===== src/rtl/shot_clock_ctrl.sv =====
// -----------------------------------------------------------------------------
// shot_clock_ctrl
//
// Game sequencer for a four-digit seven-segment display. Owns the shot-clock
// countdown (shown on d1:d0) and the made-shot score (shown on d3:d2), and
// generates the scan_en strobe that paces the display multiplexer. The digit
// outputs connect straight across to sevenseg_mux; digit code 4'hF is blank.
//
// Ports
//   clk        in   1  system clock
//   rst        in   1  synchronous reset, active low (0 = reset)
//   start      in   1  pulse: load the start value and begin counting down
//   pause      in   1  pulse: toggle RUN <-> PAUSED
//   clear      in   1  pulse: back to IDLE, timer reloaded, score zeroed
//   shot_made  in   1  pulse: score +1, counted only while running
//   scan_en    out  1  one-cycle strobe every SCAN_DIV clocks
//   d3         out  4  score tens (BCD), blank while score < 10
//   d2         out  4  score ones (BCD)
//   d1         out  4  timer tens (BCD), blank in the flash-off phase
//   d0         out  4  timer ones (BCD), blank in the flash-off phase
//   time_up    out  1  one-cycle pulse when the timer reaches 00
//   running    out  1  high while the sequencer is in RUN
// -----------------------------------------------------------------------------
module shot_clock_ctrl #(
    parameter int unsigned SCAN_DIV   = 100_000,
    parameter int unsigned TICK_DIV   = 100_000_000,
    parameter int unsigned BLINK_DIV  = 50_000_000,
    parameter logic [3:0]  START_TENS = 4'd1,
    parameter logic [3:0]  START_ONES = 4'd0
) (
    input  logic       clk,
    input  logic       rst,
    input  logic       start,
    input  logic       pause,
    input  logic       clear,
    input  logic       shot_made,
    output logic       scan_en,
    output logic [3:0] d3,
    output logic [3:0] d2,
    output logic [3:0] d1,
    output logic [3:0] d0,
    output logic       time_up,
    output logic       running
);

    localparam int unsigned SCAN_W  = (SCAN_DIV  > 1) ? $clog2(SCAN_DIV)  : 1;
    localparam int unsigned TICK_W  = (TICK_DIV  > 1) ? $clog2(TICK_DIV)  : 1;
    localparam int unsigned BLINK_W = (BLINK_DIV > 1) ? $clog2(BLINK_DIV) : 1;

    localparam logic [SCAN_W-1:0]  SCAN_LAST  = SCAN_W'(SCAN_DIV - 1);
    localparam logic [TICK_W-1:0]  TICK_LAST  = TICK_W'(TICK_DIV - 1);
    localparam logic [BLINK_W-1:0] BLINK_LAST = BLINK_W'(BLINK_DIV - 1);

    localparam logic [3:0] BLANK      = 4'hF;
    localparam bit         START_ZERO = (START_TENS == 4'd0) && (START_ONES == 4'd0);

    typedef enum logic [1:0] {
        IDLE,
        RUN,
        PAUSED,
        EXPIRED
    } state_t;

    state_t             state;
    logic [3:0]         t_tens;
    logic [3:0]         t_ones;
    logic [3:0]         s_tens;
    logic [3:0]         s_ones;
    logic [SCAN_W-1:0]  scan_cnt;
    logic [TICK_W-1:0]  tick_cnt;
    logic [BLINK_W-1:0] blink_cnt;
    logic               flash_on;

    // NOTE: every register here uses <=, so all right-hand sides see the values
    // from before this edge. That is what makes d3..d0 and running trail the
    // internal state by exactly one clock.
    always_ff @(posedge clk) begin
        if (!rst) begin
            state     <= IDLE;
            t_tens    <= START_TENS;
            t_ones    <= START_ONES;
            s_tens    <= 4'd0;
            s_ones    <= 4'd0;
            scan_cnt  <= '0;
            tick_cnt  <= '0;
            blink_cnt <= '0;
            flash_on  <= 1'b1;
            scan_en   <= 1'b0;
            time_up   <= 1'b0;
            running   <= 1'b0;
            d3        <= BLANK;
            d2        <= 4'd0;
            d1        <= START_TENS;
            d0        <= START_ONES;
        end else begin
            // Display scan prescaler runs in every state.
            if (scan_cnt == SCAN_LAST) begin
                scan_cnt <= '0;
                scan_en  <= 1'b1;
            end else begin
                scan_cnt <= scan_cnt + SCAN_W'(1);
                scan_en  <= 1'b0;
            end

            // Registered view of the state as it stood before this edge.
            running <= (state == RUN);
            d3      <= (s_tens == 4'd0) ? BLANK : s_tens;
            d2      <= s_ones;
            d1      <= (state == EXPIRED && !flash_on) ? BLANK : t_tens;
            d0      <= (state == EXPIRED && !flash_on) ? BLANK : t_ones;

            time_up <= 1'b0;

            // Score: clear wins over a simultaneous shot; saturates at 99.
            if (clear) begin
                s_tens <= 4'd0;
                s_ones <= 4'd0;
            end else if (shot_made && state == RUN &&
                         !(s_tens == 4'd9 && s_ones == 4'd9)) begin
                if (s_ones == 4'd9) begin
                    s_ones <= 4'd0;
                    s_tens <= s_tens + 4'd1;
                end else begin
                    s_ones <= s_ones + 4'd1;
                end
            end

            // Sequencer. Command priority: clear > start > pause.
            if (clear) begin
                state     <= IDLE;
                t_tens    <= START_TENS;
                t_ones    <= START_ONES;
                tick_cnt  <= '0;
                blink_cnt <= '0;
                flash_on  <= 1'b1;
            end else if (start) begin
                t_tens    <= START_TENS;
                t_ones    <= START_ONES;
                tick_cnt  <= '0;
                blink_cnt <= '0;
                flash_on  <= 1'b1;
                if (START_ZERO) begin
                    state   <= EXPIRED;
                    time_up <= 1'b1;
                end else begin
                    state   <= RUN;
                end
            end else begin
                case (state)
                    RUN: begin
                        // The cycle that carries a pause pulse is still a
                        // running cycle, so it advances the tick count; the
                        // count is then frozen until the resuming pulse.
                        if (tick_cnt == TICK_LAST) begin
                            tick_cnt <= '0;
                            if (t_ones == 4'd0) begin
                                t_ones <= 4'd9;
                                t_tens <= t_tens - 4'd1;
                            end else begin
                                t_ones <= t_ones - 4'd1;
                            end
                            // Expiry takes precedence over a pause on the same edge.
                            if (t_tens == 4'd0 && t_ones == 4'd1) begin
                                state     <= EXPIRED;
                                time_up   <= 1'b1;
                                blink_cnt <= '0;
                                flash_on  <= 1'b1;
                            end else if (pause) begin
                                state <= PAUSED;
                            end
                        end else begin
                            tick_cnt <= tick_cnt + TICK_W'(1);
                            if (pause) begin
                                state <= PAUSED;
                            end
                        end
                    end
                    PAUSED: begin
                        if (pause) begin
                            state <= RUN;
                        end
                    end
                    EXPIRED: begin
                        if (blink_cnt == BLINK_LAST) begin
                            blink_cnt <= '0;
                            flash_on  <= ~flash_on;
                        end else begin
                            blink_cnt <= blink_cnt + BLINK_W'(1);
                        end
                    end
                    default: begin
                        // IDLE: wait for start; pause and shots are ignored.
                    end
                endcase
            end
        end
    end

endmodule

===== config.mk =====
export PLATFORM = sky130hd
export DESIGN_NAME = shot_clock_ctrl
export DESIGN_NICKNAME = d
export VERILOG_FILES = /design/src/rtl/shot_clock_ctrl.sv
export SDC_FILE = /design/constraint.sdc
export NUM_CORES = 1
export LEC_CHECK = 0
export CORE_ASPECT_RATIO = 0.75
export CORE_MARGIN = 4
export CORE_UTILIZATION = 56
export DETAILED_ROUTE_END_ITERATION = 12
export GPL_TIMING_DRIVEN = 0
export PLACE_DENSITY_LB_ADDON = 0.2
export SYNTH_ARGS = -nofsm -noshare
export SYNTH_HDL_FRONTEND = slang
export SYNTH_SLANG_ARGS = --single-unit

===== constraint.sdc =====
create_clock -name clk -period 2.51 [get_ports clk]
set_input_delay 0.753 -clock clk [delete_from_list [all_inputs] [get_ports clk]]
set_output_delay 0.753 -clock clk [all_outputs]
set_load 0.1 [all_outputs]

==> flow_summary.ini, run 1 <==
[yosys]
yosysUniqueCellTypes = 45
synth_area_per_cell_um2 = 8.63
netlist_area_um2 = 4740
synth_area_leaders = dfxtp_1 (46%), nor2_1 (7.8%), xor2_1 (6.7%)
synthArstFlopShare = 0
synth_edf_count = 0
yosysSeqAreaShare = 0.456
yosysTopAreaCell = dfxtp_1
post-synth-top-area-fraction = 0.456
synth_warnings = 0
ys_ff_latch = 108
synth_flop_cell = dfxtp_1
synthesis.nets = 563
netlist_instances = 549

[setup_path]
criticalPathCategory = reg2reg
crit_arrival_ns = 2.60
timing.rr.start = tick_cnt[14]$_SDFFE_PP0N_
setup.worst_path.end = t_tens[2]$_SDFFE_PP0P_
worst_path_max_delay_cell = nor4_1
critical_path_depth = 6
path_delay_family = simple AND/OR/NAND/NOR gates
crit_start = tick_cnt[14]$_SDFFE_PP0N_
crit_path_end_kind = flip-flop
reg2reg_to = t_tens[2]$_SDFFE_PP0P_
reg2regPathDepth = 6
path_buf_inv = 0
cpPeakStageDelay_ns = 0.57
required_ns = 2.73
worstSetupStartpointType = flip-flop
r2r_setup_slack_ns = 0.13
cp_max_fo = 9
cp_common_cell = nand4_1
path_cells = nand4_1, nor4b_1, nand4_1, nor4_1, xnor2_1, nor2_1

[pwr]
p_leak_nw = 1.82
ir_drop_v = 0.000507
p_per_area_nw_per_um2 = 572

[grt]
grt_pass1_wl_mm = 16.4
grt_pass1_vias = 3576
antenna_found_initial = 0
grt_overflow = 0
grt_max_degree = 16
track_usage = 0.202

[die]
design.core.area_um2 = 8060
dieArea_um2 = 10000
io_pins = 25
start_util = 0.588
rows = 28
dieWidth_um = 114
die_h_um = 87.7

[run]
drv_cap = 0

[sta]
worst_pin_slew_ns = 0.970
rsz0062_at_grt = yes
min_period_ns = 2.38
hold_viol_final = 0
fin_skew_ns = 0.00700
slew_headroom = 0.356
drv_slew = 0
period_share = 0.950
setup_viol = 0
worst_slack_ns = 0.126
clock.fmax_mhz = 419

[clocking]
postCtsSetupBuffers = 0
cts-buffers-inserted = 9
clkLatencyLatePin_ns = 0.34
root_buffer = clkbuf_16
cts_buffer_depth = 2
cts_sinks = 108
cts.clk_slew.worst_paths_ns = 0.07
cts_hold_buffers = 0
h-tree-depth = 3
cts_tree = yes

[routing]
drtAntennaViolNets = 0
drc = 0
firstDrtPassIters = 4
drt-vias-per-instance = 5.64
vias = 3892
wl_mm = 9.72
drt_iter0_drc = 188
routedWlPerCell_um = 14.1

[final_layout]
layout.nets = 598
stdcell_area_um2 = 5430
syn2layout_area_growth_pct = 14.6
utilization = 0.674
final_layout_size_suffix_gt1_frac = 0.0547
diodes = 0

[placement]
dp_hpwl_mm = 6.96
io_buffers = 24
place_worst_setup_slack_ns = -0.836
place_area_um2 = 5110
globalplace.congestion = 0.881

[worst_hold_path]
hold_class = reg2reg

[run_status]
status = completed
[area by class of cell]
class	instances	area, µm²
repair buffers	24	215
clock buffers	9	225
plain buffers	17	73.8
well taps	105	131
fillers	691	2630
inverters	12	45.0
flip-flops and latches	108	2160
multi-input cells	412	2530
clock inverters	3	42.5
[state kept, by name, indices dropped and copies added, names as in the netlist, 4 cells and up]
register and cells:
t_ones 4, s_ones 4, blink_cnt 26, d1 4
scan_cnt 17, s_tens 4, d0 4, t_tens 4
tick_cnt 27, d3 4, d2 4
[where the power goes]
| group | switching [W] | leakage (nW) | internal, W |
|---|---|---|---|
| Sequential | 0.00000765 | 0.871 | 0.00172 |
| Combinational | 0.0000437 | 0.820 | 0.0000223 |
| Clock | 0.000563 | 0.129 | 0.000748 |
[stage by stage]
| stage | instances | hold WS, ns | power (W) | setup TNS (ns) |
|---|---|---|---|---|
| final | 690 | 0.483 | 0.00310 | 0 |
| after floorplan | 549 | 0.446 | 0.00180 | 0 |
| after global routing | 690 | 0.502 | 0.00321 | -0.293 |
| after CTS | 690 | 0.485 | 0.00313 | 0 |
| after detailed placement | 678 | 0.479 | 0.00183 | -19.59 |
| after global placement | 678 | 0.463 | 0.00183 | -18.06 |
[cells in the final DEF, fill, tap and decap left out, types with 3 or more instances in the layout]
cell type and instances:
dfxtp_1 108, nor2_1 97, xor2_1 36, nand2_1 33, xnor2_1 24, nand3_1 22, o21ai_0 22, dlygate4sd2_1 20
nand4_1 19, a21oi_1 17, nor3_1 13, and2_1 13, inv_1 12, and3_1 10, clkbuf_1 10, clkbuf_16 9
or3_1 8, ha_1 8, nor4_1 7, and4_1 7, nand2b_1 7, o21a_1 7, nor2b_1 5, o211ai_1 5
clkbuf_2 4, mux2i_1 4, a31oi_1 4, o2111ai_1 4, clkdlybuf4s50_1 4, nor4b_1 3, nand3b_1 3
[synth_stat cells, types with 10 or more instances]
master,count
a21oi_1,17
and2_1,13
and3_1,10
clkbuf_1,15
dfxtp_1,108
inv_1,12
nand2_1,34
nand3_1,22
nand4_1,19
nor2_1,98
nor3_1,17
o21ai_0,22
xnor2_1,24
xor2_1,36
[what timing repair did]
item,4_1_cts,5_1_grt
gates resized for setup,29,15
setup endpoints to repair,60,39
pin swaps,0,1
[worst register-to-register path, cell delays in order, from the launching register on]
cell and delay, ns:
dfxtp_1 0.42, nand4_1 0.18, nor4b_1 0.42, nand4_1 0.45
nor4_1 0.57, xnor2_1 0.17, nor2_1 0.05
[cell families (layout without fill, tap and decap cells)]
kind of cell             after synthesis  after routing  share of synthesized area
flip-flops                           108            108                      0.456
AND/OR/NAND/NOR                      272            272                      0.293
multiplexers                           4              4                    0.00845
adder cells (fa/ha/maj)                8              8                     0.0211
AO/OA/AOI/OAI                         68             68                     0.0866
XOR/XNOR                              60             60                      0.111
buffers and inverters                 29             65                     0.0232
[per-layer routing]
layer | share of wire | GRT usage | vias to the layer above
met5 | 0 | 0 | -
met4 | 0.014 | 0.0680 | 0
met3 | 0.052 | 0.0559 | 16
met2 | 0.44 | 0.312 | 88
met1 | 0.49 | 0.275 | 1812
li1 | - | - | 1976
[worst min path at each step]
stage	start	endpoint	slack, ns	cells past startpoint
after floorplan	blink_cnt[5]$_SDFFE_PP0P_	blink_cnt[5]$_SDFFE_PP0P_	0.45	2
after global placement	blink_cnt[5]$_SDFFE_PP0P_	blink_cnt[5]$_SDFFE_PP0P_	0.46	2
after detailed placement	blink_cnt[5]$_SDFFE_PP0P_	blink_cnt[5]$_SDFFE_PP0P_	0.48	2
after CTS	blink_cnt[5]$_SDFFE_PP0P_	blink_cnt[5]$_SDFFE_PP0P_	0.48	2
after global routing	blink_cnt[5]$_SDFFE_PP0P_	blink_cnt[5]$_SDFFE_PP0P_	0.50	2
final	blink_cnt[5]$_SDFFE_PP0P_	blink_cnt[5]$_SDFFE_PP0P_	0.48	2
No activity file was read; power rests on OpenSTA's default activity.
==> inputs of run 2 (changes only) <==
CORE_ASPECT_RATIO = 2   (was 0.75)
==> flow_summary.ini, run 2 (same netlist as run 1, synthesis figures left out) <==
[setup_path]
crit_arrival_ns = 2.72
path_cells = ha_1, or4b_1, nor4_1, and4_2, nor2_2, or4_1, a21oi_1
cp_max_fo = 5
worstSetupStartpointType = flip-flop
path_buf_inv = 0
path_delay_family = simple AND/OR/NAND/NOR gates
r2r_setup_slack_ns = 0.07
criticalPathCategory = reg2reg
required_ns = 2.79
crit_path_end_kind = flip-flop
worst_path_max_delay_cell = or4_1
cpPeakStageDelay_ns = 0.50

[sta]
setup_viol = 0
clock.fmax_mhz = 410
worst_pin_slew_ns = 1.00
fin_skew_ns = 0.00822
slew_headroom = 0.336
fin_tns_setup_ns = 0
rsz0062_at_grt = yes
min_period_ns = 2.44
hold_viol_final = 0
period_share = 0.972
drv_slew = 0

[clocking]
root_buffer = clkbuf_16
h-tree-depth = 3
cts_hold_buffers = 0
cts.clk_slew.worst_paths_ns = 0.07
cts-buffers-inserted = 9
post_cts_resized = 27
cts_buffer_depth = 2
cts_tree = yes
cts_sinks = 108
clkLatencyLatePin_ns = 0.35
postCtsSetupBuffers = 0

[grt]
grt_use_met1 = 0.219
grt_util_met3 = 0.0349
use_met2 = 0.405
antenna_found_initial = 0
grt_max_degree = 19
grt_overflow = 0
top_usage_layer = met2
grt_pass1_wl_mm = 17.7
track_usage = 0.219
grt_pass1_vias = 3935

[final_layout]
fin_cells = 687
nFillCells = 724
diodes = 0
largest_reg_flops = 27
top_register = tick_cnt
syn2layout_area_growth_pct = 14.4
multiInputGateArea_um2 = 2520
regArea_um2 = 2160
mostFrequentLayoutCells = dfxtp_1 (108), nor2_1 (97), xor2_1 (36), nand2_1 (33), xnor2_1 (24)
top_regs = tick_cnt: 27 flops, blink_cnt: 26 flops, scan_cnt: 17 flops
final_common_cell = dfxtp_1
layout.nets = 598
final_layout_size_suffix_gt1_frac = 0.0577

[pwr]
p_leak_nw = 1.82
ir_drop_v = 0.000544
p_per_area_nw_per_um2 = 575

[routing]
vias = 3924
drtAntennaViolNets = 0
drt-vias-per-instance = 5.71
drt_iter0_drc = 151
wl_mm = 10.4
firstDrtPassIters = 4
routedWlPerCell_um = 15.2
drc = 0

[die]
design.core.area_um2 = 8290
io_pins = 25
die_h_um = 138
dieWidth_um = 73.0
start_util = 0.571
rows = 47
dieArea_um2 = 10100

[worst_hold_path]
hold_class = reg2reg

[placement]
dp_cells = 671
io_buffers = 24
dp_hpwl_mm = 7.73
globalplace.congestion = 0.919

[run]
drv_cap = 0

[run_status]
status = completed
[run 2: metal layers]
layer  wire, µm  part of all wire
met1       3830              0.37
met2       5950              0.57
met3        284             0.027
met4        366             0.035
met5          0                 0
[run 2: area by class of cell]
cell class,count,share of cell area
inverters,12,0.00831
well taps,98,0.0226
clock buffers,10,0.0423
multi-input cells,412,0.465
repair buffers,24,0.0397
plain buffers,17,0.0136
clock inverters,6,0.00924
flip-flops and latches,108,0.399
[run 2: worst paths after layout]
check                               endpoint                       from  cells past startpoint
setup / recovery  blink_cnt[16]$_SDFFE_PP0P_   tick_cnt[0]$_SDFFE_PP0N_                      7
hold / removal     blink_cnt[5]$_SDFFE_PP0P_  blink_cnt[5]$_SDFFE_PP0P_                      2
setup reg to reg  blink_cnt[16]$_SDFFE_PP0P_   tick_cnt[0]$_SDFFE_PP0N_                      7
hold reg to reg    blink_cnt[5]$_SDFFE_PP0P_  blink_cnt[5]$_SDFFE_PP0P_                      2
[run 2: power by group]
group / switching [W] / internal, W
clock network: 0.000643 / 0.000682
logic: 0.0000452 / 0.0000219
registers: 0.00000739 / 0.00172
total: 0.000695 / 0.00242
[run 2: through the flow]
step                      setup slack [ns]  cell area [µm²]  hold slack, ns  total power (W)  utilization
after floorplan                      0.378             4740           0.446          0.00180            -
after global placement              -0.801             5100           0.473          0.00183        0.615
after detailed placement            -0.818             5100           0.486          0.00183        0.615
after CTS                           0.0362             5380           0.491          0.00315        0.649
after global routing               -0.0829             5420           0.529          0.00322        0.653
final                               0.0714             5420           0.489          0.00312        0.653
[run 2: worst register-to-register path, stage by stage, from the launching register on]
cell,delay (ns)
dfxtp_1,0.40
ha_1,0.24
or4b_1,0.44
nor4_1,0.20
and4_2,0.35
nor2_2,0.09
or4_1,0.50
a21oi_1,0.15
==> inputs of run 3 (changes only) <==
GPL_TIMING_DRIVEN = 1   (was 0)
==> flow_summary.ini, run 3 (same netlist as run 1, synthesis figures left out) <==
[die]
dieWidth_um = 73.0
design.core.area_um2 = 8290
die_h_um = 138
rows = 47
dieArea_um2 = 10100
io_pins = 25
start_util = 0.571

[clocking]
root_buffer = clkbuf_16
cts_hold_buffers = 0
postCtsSetupBuffers = 0
cts_buffer_depth = 2
cts-buffers-inserted = 9
cts_tree = yes
h-tree-depth = 3
cts_sinks = 108
clkLatencyLatePin_ns = 0.34
cts.clk_slew.worst_paths_ns = 0.07

[sta]
rsz0062_at_grt = no
slew_headroom = 0.594
hold_viol_final = 0
clock.fmax_mhz = 434
fin_tns_setup_ns = 0
fin_skew_ns = 0.00763
drv_slew = 0
min_period_ns = 2.30
period_share = 0.918
whs_ns = 0.497
worst_pin_slew_ns = 0.609
setup_viol = 0

[pwr]
p_per_area_nw_per_um2 = 591
ir_drop_v = 0.000427
p_leak_nw = 1.87

[routing]
drc = 0
drt-vias-per-instance = 5.80
dr.max_layer_used = met4
drt_iter0_drc = 239
met3WireLength_um = 264
wl_met2_mm = 5.86
routedWlPerCell_um = 15.2
drtAntennaViolNets = 0
wl_mm = 10.4
firstDrtPassIters = 5
met1_length_mm = 3.85
vias = 3987

[grt]
antenna_found_initial = 0
grt_max_degree = 28
grt_pass1_wl_mm = 17.8
track_usage = 0.220
grt_overflow = 0
grt_pass1_vias = 3890

[setup_path]
criticalPathCategory = reg2reg
worstSetupStartpointType = flip-flop
crit_path_end_kind = flip-flop
cp_max_fo = 5
required_ns = 2.79
crit_arrival_ns = 2.58

[final_layout]
mostFrequentLayoutCells = dfxtp_1 (108), nor2_1 (98), xor2_1 (36), buf_4 (36), nand2_1 (34)
top_regs = tick_cnt: 27 flops, blink_cnt: 26 flops, scan_cnt: 17 flops
layout.nets = 599
largest_reg_flops = 27
top_register = tick_cnt
diodes = 0
final_common_cell = dfxtp_1
syn2layout_area_growth_pct = 14.8
final_layout_size_suffix_gt1_frac = 0.0949

[run]
drv_cap = 0

[placement]
globalplace.congestion = 0.907
dp_hpwl_mm = 7.86
io_buffers = 24

[run_status]
status = completed

[worst_hold_path]
hold_class = reg2reg
-- run 3: changes by cell type in the layout (fill, tap and decap cells not counted), moves of 2 or more --
cell           previous run  this run
nor3_1                   14        17
nor3_4                    2         0
clkbuf_2                  3         0
dlygate4sd2_1            20         0
buf_4                     0        36
clkinvlp_4                2         0
buf_2                     2         0
clkinv_4                  3         1
clkbuf_1                 11         2
-- run 3: area by class of cell --
class	instances	area, µm²
Multi-Input combinational cell	412	2470
Clock inverter	4	56.3
Inverter	12	45.0
Fill cell	665	2850
Sequential cell	108	2160
Clock buffer	12	246
Tap cell	98	123
Timing Repair Buffer	42	340
-- run 3: final timing paths --
kind	slack (ns)	start	endpoint	cells past startpoint
setup / recovery	0.21	tick_cnt[1]$_SDFFE_PP0N_	blink_cnt[16]$_SDFFE_PP0P_	7
hold / removal	0.50	blink_cnt[5]$_SDFFE_PP0P_	blink_cnt[5]$_SDFFE_PP0P_	2
setup reg to reg	0.21	tick_cnt[1]$_SDFFE_PP0N_	blink_cnt[16]$_SDFFE_PP0P_	7
hold reg to reg	0.50	blink_cnt[5]$_SDFFE_PP0P_	blink_cnt[5]$_SDFFE_PP0P_	2
-- run 3: routing by layer --
metal,GRT usage,vias to the layer above
met3,0.0320,36
met5,0,-
met1,0.227,1889
li1,-,1981
met2,0.403,81
met4,0.123,0
-- run 3: report_power, final --
group	internal (W)	switching, W	total, W	leakage [nW]
logic	0.0000267	0.0000425	0.0000692	0.847
clock network	0.000811	0.000611	0.00142	0.148
registers	0.00172	0.00000751	0.00173	0.871
total	0.00256	0.000661	0.00322	1.87
-- run 3: repair_timing --
item / 4_1_cts / 5_1_grt
setup endpoints to repair: 0 / 1
hold endpoints to repair: 0 / 0
gates resized for setup: 0 / 1
-- run 3: metrics by stage --
step           power [W]  utilization  std cells  setup WS (ns)  cell area (µm²)
2_1_floorplan    0.00180            -        549          0.378             4740
3_3_place_gp     0.00183        0.619        672          0.108             5130
3_5_place_dp     0.00184        0.619        672         0.0676             5130
4_1_cts          0.00325        0.656        688          0.179             5440
5_1_grt          0.00333        0.656        688         0.0258             5440
6_report         0.00322        0.656        688          0.206             5440
-- run 3: critical path, cell delays in order, from the launching register on --
cell     delay (ns)
dfxtp_1        0.38
ha_1           0.23
or4b_1         0.44
nor4_1         0.16
and4_2         0.32
nor2_2         0.07
or4_1          0.50
a21oi_1        0.15
